File: config.mk
export PLATFORM = sky130hd
export DESIGN_NAME = tape_controller
export DESIGN_NICKNAME = d
export VERILOG_FILES = /design/src/rtl/tape_controller.sv
export SDC_FILE = /design/constraint.sdc
export NUM_CORES = 1
export LEC_CHECK = 0
export CAP_MARGIN = 20
export CELL_PAD_IN_SITES_DETAIL_PLACEMENT = 0
export CELL_PAD_IN_SITES_GLOBAL_PLACEMENT = 1
export CORE_MARGIN = 3
export CORE_UTILIZATION = 29
export CTS_BUF_LIST = sky130_fd_sc_hd__clkbuf_4 sky130_fd_sc_hd__clkbuf_8
export DETAILED_ROUTE_END_ITERATION = 10
export HOLD_SLACK_MARGIN = 0.1
export MAX_ROUTING_LAYER = met4
export PLACE_DENSITY_LB_ADDON = 0.1
export SLEW_MARGIN = 20
export SYNTH_ARGS = -nofsm -noshare
export SYNTH_HDL_FRONTEND = slang
export SYNTH_SLANG_ARGS = --single-unit
File: constraint.sdc
create_clock -name clk -period 2.05 [get_ports clk]
set_input_delay 0.41 -clock clk [delete_from_list [all_inputs] [get_ports clk]]
set_output_delay 0.41 -clock clk [all_outputs]
set_load 0.005 [all_outputs]
File: src/rtl/tape_controller.sv
// Turing-machine sequencer for an 8-cell, 2-bit-symbol tape store.
// Each step is READ -> LATCH -> WRITE; the rule table arrives on a flat port.
module tape_controller #(
  parameter int SW        = 2,
  parameter int HALT      = 3,
  parameter int MAX_STEPS = 255,
  parameter int CW        = 8
) (
  input  logic                          clk,
  input  logic                          reset,
  input  logic                          start,
  input  logic [2:0]                    start_head,
  input  logic [(2**SW)*3*(SW+4)-1:0]   rules,
  output logic                          tape_mode,
  output logic [2:0]                    tape_head,
  output logic [1:0]                    tape_in,
  input  logic [1:0]                    tape_out,
  output logic                          busy,
  output logic                          done,
  output logic                          fault,
  output logic [1:0]                    fault_code,
  output logic [SW-1:0]                 tm_state,
  output logic [CW-1:0]                 step_count,
  output logic [2:0]                    dbg_fsm_state
);

  localparam int NS = 2**SW;
  localparam int EW = SW + 4;
  localparam logic [SW-1:0] HALT_S = SW'(HALT);
  localparam logic [CW-1:0] MAX_S  = CW'(MAX_STEPS);

  typedef enum logic [2:0] {
    S_IDLE  = 3'd0,
    S_READ  = 3'd1,
    S_LATCH = 3'd2,
    S_WRITE = 3'd3,
    S_DONE  = 3'd4,
    S_FAULT = 3'd5
  } fsm_t;

  fsm_t          fsm_q, fsm_d;
  logic [2:0]    head_q, head_d;
  logic [SW-1:0] tm_state_q, tm_state_d;
  logic [CW-1:0] step_q, step_d;
  logic [SW-1:0] nxt_q, nxt_d;
  logic [1:0]    tin_q, tin_d;
  logic [1:0]    move_q, move_d;
  logic          mode_q, mode_d;
  logic          busy_q, busy_d;
  logic          done_q, done_d;
  logic          fault_q, fault_d;
  logic [1:0]    code_q, code_d;

  logic [EW-1:0] rule_tab [NS][3];
  logic [EW-1:0] rule_e;
  logic [CW-1:0] step_inc;
  logic          mv_left, mv_right;

  for (genvar s = 0; s < NS; s++) begin : g_state
    for (genvar y = 0; y < 3; y++) begin : g_sym
      assign rule_tab[s][y] = rules[(s*3+y)*EW +: EW];
    end
  end

  // Symbol 1x (blank) maps to table column 2 regardless of bit 0.
  assign rule_e   = tape_out[1] ? rule_tab[tm_state_q][2] :
                    (tape_out[0] ? rule_tab[tm_state_q][1] : rule_tab[tm_state_q][0]);
  assign step_inc = (step_q == '1) ? step_q : step_q + 1'b1;
  assign mv_left  = (move_q == 2'b10);
  assign mv_right = (move_q == 2'b01);

  always_comb begin
    fsm_d      = fsm_q;
    head_d     = head_q;
    tm_state_d = tm_state_q;
    step_d     = step_q;
    nxt_d      = nxt_q;
    tin_d      = tin_q;
    move_d     = move_q;
    mode_d     = 1'b0;
    busy_d     = busy_q;
    done_d     = done_q;
    fault_d    = fault_q;
    code_d     = code_q;
    case (fsm_q)
      S_IDLE, S_DONE, S_FAULT: begin
        if (start) begin
          head_d     = start_head;
          tm_state_d = '0;
          step_d     = '0;
          fault_d    = 1'b0;
          code_d     = 2'b00;
          if (HALT_S == '0) begin
            fsm_d  = S_DONE;
            done_d = 1'b1;
            busy_d = 1'b0;
          end else begin
            fsm_d  = S_READ;
            done_d = 1'b0;
            busy_d = 1'b1;
          end
        end
      end
      S_READ: fsm_d = S_LATCH;
      S_LATCH: begin
        nxt_d  = rule_e[EW-1:4];
        tin_d  = rule_e[3] ? 2'b10 : rule_e[3:2];
        move_d = rule_e[1:0];
        mode_d = 1'b1;
        fsm_d  = S_WRITE;
      end
      S_WRITE: begin
        tm_state_d = nxt_q;
        step_d     = step_inc;
        // The head only moves when the move stays on the tape.
        if (mv_left && head_q != 3'd0)  head_d = head_q - 3'd1;
        if (mv_right && head_q != 3'd7) head_d = head_q + 3'd1;
        if (nxt_q == HALT_S) begin
          fsm_d  = S_DONE;
          done_d = 1'b1;
          busy_d = 1'b0;
        end else if (mv_left && head_q == 3'd0) begin
          fsm_d   = S_FAULT;
          fault_d = 1'b1;
          code_d  = 2'b01;
          busy_d  = 1'b0;
        end else if (mv_right && head_q == 3'd7) begin
          fsm_d   = S_FAULT;
          fault_d = 1'b1;
          code_d  = 2'b10;
          busy_d  = 1'b0;
        end else if (step_inc >= MAX_S) begin
          fsm_d   = S_FAULT;
          fault_d = 1'b1;
          code_d  = 2'b11;
          busy_d  = 1'b0;
        end else begin
          fsm_d = S_READ;
        end
      end
      default: fsm_d = S_IDLE;
    endcase
  end

  always_ff @(posedge clk) begin
    if (!reset) begin
      fsm_q      <= S_IDLE;
      head_q     <= 3'd0;
      tm_state_q <= '0;
      step_q     <= '0;
      nxt_q      <= '0;
      tin_q      <= 2'b00;
      move_q     <= 2'b00;
      mode_q     <= 1'b0;
      busy_q     <= 1'b0;
      done_q     <= 1'b0;
      fault_q    <= 1'b0;
      code_q     <= 2'b00;
    end else begin
      fsm_q      <= fsm_d;
      head_q     <= head_d;
      tm_state_q <= tm_state_d;
      step_q     <= step_d;
      nxt_q      <= nxt_d;
      tin_q      <= tin_d;
      move_q     <= move_d;
      mode_q     <= mode_d;
      busy_q     <= busy_d;
      done_q     <= done_d;
      fault_q    <= fault_d;
      code_q     <= code_d;
    end
  end

  assign tape_mode     = mode_q;
  assign tape_head     = head_q;
  assign tape_in       = tin_q;
  assign busy          = busy_q;
  assign done          = done_q;
  assign fault         = fault_q;
  assign fault_code    = code_q;
  assign tm_state      = tm_state_q;
  assign step_count    = step_q;
  assign dbg_fsm_state = fsm_q;

endmodule

* After elaboration in Yosys (flattened, before gate mapping)
Index checks and enable logic that the tools add are counted.
** Word-level totals
- Flip-flop bits (word level) :: 28
- Input port bits :: 80
- Word-level logic and storage cells :: 90
** Operators by class
- Bitwise logic cells :: 1
- Reduce and logical (&&, ||, !) cells :: 14
- $add $sub $neg :: 3
- Magnitude comparators :: 2
- Equality and inequality tests :: 17
- Multiplexer cells :: 41
** Operator list (count)
- 18-bit binary-select mux with 2-bit select :: 1
- 18-bit two-way mux :: 2
- 3-bit two-way mux :: 8
- 8-bit two-way mux :: 2
- 8-bit case mux with 2 select lines :: 1
- 1-bit two-way mux :: 12
- 2-bit two-way mux :: 6
- 6-bit two-way mux :: 2
- 3-bit case mux with 4 select lines :: 1
- 3-bit == test (second input constant) :: 3
- 3-bit AND reduction :: 3
- 8-bit by 1-bit adder with 8-bit output (second input constant) :: 1
- 8-bit == test (second input constant) :: 1
- 8-bit greater-or-equal comparator (second input constant) :: 1
- 2-bit case mux with 2 select lines :: 2
- 3-bit by 2-bit == test with 1-bit output (second input constant) :: 2
- 3-bit logical NOT :: 2
- 2-bit inequality test (second input constant) :: 3
- 3-bit inequality test (second input constant) :: 2
- 1-bit case mux with 2 select lines :: 3
- 3-bit case mux with 2 select lines :: 1
- 5-bit inequality test (second input constant) :: 1
- 2-bit == test (second input constant) :: 2
- 1-bit logical AND :: 4
- other kinds (12) :: 12

* Logic depth before layout (Yosys ltp)
- Depth after elaboration :: 8
- Depth in mapped cells :: 8
- Mapped depth without buffers :: 7

* Worst setup path after synthesis
OpenSTA, ideal clock, no wires.
- Path kind :: register -> register
- From :: register step_q[0] (netlist: step_count[0])
- To :: register busy_q (netlist: busy)
- Required time :: 1.934 ns
- Library setup time :: 0.116 ns
- Cell stages (with the launch flop) :: 9
- Clock period less this slack :: 1.796 ns
- Slack :: 0.254 ns
- Buffers on the path :: 1
- Data arrival time :: 1.680 ns
- Cell sequence :: dfxtp_1 ha_1 and2_0 buf_2 nor3b_1 a31oi_2 nor4_4 o21ai_1 and3_1
** On the way
- Cells in the longest elaborated chain, start to end :: 5
** Ends and longest elaborated chain
- from (decl) :: line 44 : logic [CW-1:0] step_q, step_d;
- from (signal assigned) :: line 163 : step_q <= step_d;
- 8-bit by 1-bit adder with 8-bit output or 8-bit == test (tied branches) :: line 68 : assign step_inc = (step_q == '1) ? step_q : step_q + 1'b1;
- 8-bit two-way mux * :: line 68
- 8-bit greater-or-equal comparator * :: line 132 : end else if (step_inc >= MAX_S) begin
- 5-bit inequality test (no source line) *
- 3-bit AND reduction (no source line) *
- to (signal assigned) :: line 168 : busy_q <= busy_d;
- to (decl) :: line 49 : logic busy_q, busy_d;
Mark *: on every way between the ends. The rest lies on a longest branch, timed or not.
A chain may end at the register's enable or synchronous reset.

* Worst setup path in the final report
- From :: register step_q[0] (netlist: step_count[0])
- To :: register code_q[0] (netlist: fault_code[0])
** On the way
- Cells in the longest elaborated chain, start to end :: 5
** Ends and longest elaborated chain
- 8-bit by 1-bit adder with 8-bit output or 8-bit == test (tied branches) :: line 68
- 8-bit two-way mux * :: line 68
- 8-bit greater-or-equal comparator * :: line 132
- 4-bit inequality test (no source line) *
- 4-bit AND reduction (no source line) *
- to (signal assigned) :: line 171 : code_q <= code_d;
- to (decl) :: line 52 : logic [1:0] code_q, code_d;
Marks and branches as above.

==> metrics <==
outcome completed; Clock Tree Root clkbuf_8; mux contribution to synthesized area 26.0%; CTS buffer count 3; Clk pin slew, worst setup/hold paths 0.10 ns; Tmin final 1.83 ns; final instance area 3210 sq um; fillers 600; worst slew pin tran 0.589 ns; Multi-input gate area 1290 sq um; FFs w/ async S/R, synth 0%; Worst slew margin 60.7%; vias in the first global route 1873; Placed Cells 386; FF+latch count, synth 28; antenna violations before repair 0; Boundary Pins 104; Seq/Total Area, Yosys 28.7%; n_diodes 0; die area 7750 sq um; Clk Latency, worst-skew pair 0.28 ns; worst path required time 2.24 ns; Post-CTS Setup Bufs 0; gp weighted congestion 0.730; number of synthesized flops with an enable pin 0; first-pass GRT wire length 9290 um; GRT Util Overall 15.8%; worst clock skew 0.00977 ns; max-cap violations 0; unrepaired setup endpoints after global routing false; adder-cell share of the synthesized area 1.67%; unique cell type count in the Yosys netlist 54; vias post-DR 1986; combinational family with the most area after synthesis multiplexers; xor/xnor share of the synthesized area 0.897%; Clock Sinks 28; Routed wire per std cell 15.6 um; synth-to-layout area growth 64.4%; Leak 1.14 nW; final hold violations 0; Final Slew Violations 0; ys flop type dfxtp_1; DRT antenna net count 0; worst vdd ir 0.000324 V; final setup vio count 0; Critical Path AT 2.03 ns; drt pass-1 iters 4; WL final 6070 um; cell count after synthesis 202; Die Height 88.0 um; Mapped Nets 284; Detailed Place HPWL 4880 um; Final Cycle Share 89.4%; Simple-Gate Fraction of Synth Area 21.2%; area of the mapped netlist 1950 sq um; post-synth top area share 28.7%; TNS Setup 0 ns; Ys Warns 0; power density over the cells 456 nW/um^2; layout cells sized above 1 17.9%; post-synthesis compound-gate area fraction 16.7%; final non-filler cell total 390; critical path class register to register; Port Buffer Count 103; DRT iter0 DRCs 83; largest net degree at the start of global routing 21; Register Area 561 sq um; Longest Clk Path Bufs 2; placed cell area 3140 sq um; Hold Crit Class register to register; CTS resizes 0; leading area contributor after synthesis dfxtp_1; synth top area cells dfxtp_1, mux4_2, mux2i_1; f_max 546 MHz; # rows 29; gr ovfl total 0; Post-route DRC 0; initial core utilization 30.4%; startpoint type of the worst setup path register; core area 6420 sq um; Mapped Avg Cell Area 9.66 sq um; Worst setup EP type register; H-tree levels 1; TritonCTS clock tree yes; Post-CTS Hold Buffers 0; vias per inst 5.09; DIE WIDTH 88.0 um; Final nets 396; CP Max Fanout 6; hold slack final 0.456 ns
[through the flow]
stage               utilization (%)  setup slack (ns)  power [mW]
detailed placement             48.9            0.0970        1.03
CTS                            50.0             0.194        1.48
finish                         50.0             0.218        1.46
floorplan                         -             0.254       0.783
global placement               48.9             0.130        1.03
global route                   50.0            0.0646        1.54
[routing by layer]
| layer | track usage, % | vias to the layer above | part of all wire, % |
|---|---|---|---|
| met3 | 3.01 | 6 | 3.8 |
| met2 | 24.9 | 50 | 49 |
| li1 | - | 995 | - |
| met1 | 21.3 | 935 | 46 |
| met5 | - | - | 0 |
| met4 | 3.02 | 0 | 1.0 |
[worst max-delay path, stage by stage (launching register included)]
cell and delay (ns):
dfxtp_1 0.34, ha_1 0.26, nand4_1 0.17, and2b_4 0.29
a31oi_2 0.11, nor4_4 0.25, o21ai_2 0.11, a221oi_2 0.22
[registers in the layout (all words and copies together), names as in the netlist, 2 cells and up]
name and flops:
fault_code 2, dbg_fsm_state 3, nxt_q 2, tape_in 2
step_count 8, move_q 2, tm_state 2, tape_head 3
[synth_stat cells (2+ instances only)]
cell type and number:
mux4_2 18, buf_6 3, dfxtp_1 28, xnor2_1 2, inv_2 2, nor2_1 19, a21oi_1 13, nand3_1 9
nor3b_1 4, a311oi_1 3, o22ai_1 4, and2_1 2, a22oi_1 2, o21ai_0 7, inv_1 2, a32oi_1 2
and3_1 3, a31oi_1 3, mux2i_1 9, nor3_1 9, clkbuf_1 4, nand2_1 19, buf_2 4
[where the power goes]
| group | internal [mW] | switching (mW) | leakage, nW |
|---|---|---|---|
| sequential | 0.569 | 0.0256 | 0.227 |
| clock | 0.262 | 0.181 | 0.0357 |
| combinational | 0.274 | 0.151 | 0.879 |
| total | 1.10 | 0.358 | 1.14 |
[logic make-up (layout without fill, tap and decap cells)]
logic type / count (synthesis) / count (layout)
AO/OA/AOI/OAI: 47 / 47
XOR/XNOR: 2 / 2
adder cells (fa/ha/maj): 2 / 2
buffers and inverters: 17 / 128
flip-flops: 28 / 28
multiplexers: 28 / 28
AND/OR/NAND/NOR: 78 / 78
[cell usage in the layout (no fill, tap or decap), drive strengths merged, types with 2 or more instances in the layout]
cell type	n
clkdlybuf4s50	103
dfxtp	28
nor2	19
nand2	19
mux4	18
buf	17
a21oi	14
nor3	10
nand3	9
mux2i	9
o21ai	9
nor3b	4
o22ai	4
a31oi	4
inv	4
and3	3
a311oi	3
clkbuf	3
and2	3
a32oi	2
xnor2	2
a22oi	2
and2b	2
or2b	2
[path summary, 6_finish.rpt]
path / start / endpoint / slack (ns) / cells after the start
max: step_count[0]$_SDFFE_PN0P_ / fault_code[0]$_SDFFE_PN0P_ / 0.22 / 7
max reg2reg: step_count[0]$_SDFFE_PN0P_ / fault_code[0]$_SDFFE_PN0P_ / 0.22 / 7
min reg2reg: fault$_SDFFE_PN0P_ / fault$_SDFFE_PN0P_ / 0.46 / 2
min: fault$_SDFFE_PN0P_ / fault$_SDFFE_PN0P_ / 0.46 / 2
[final cells by class]
class | count | share of cell area (%)
multi-input combinational | 157 | 40.4
sequential | 28 | 17.5
clock buffer | 3 | 1.29
tap | 77 | 3.00
timing repair buffer | 120 | 36.5
clock inverter | 1 | 0.936
inverter | 4 | 0.468
Power figures use the tool's default switching activity.
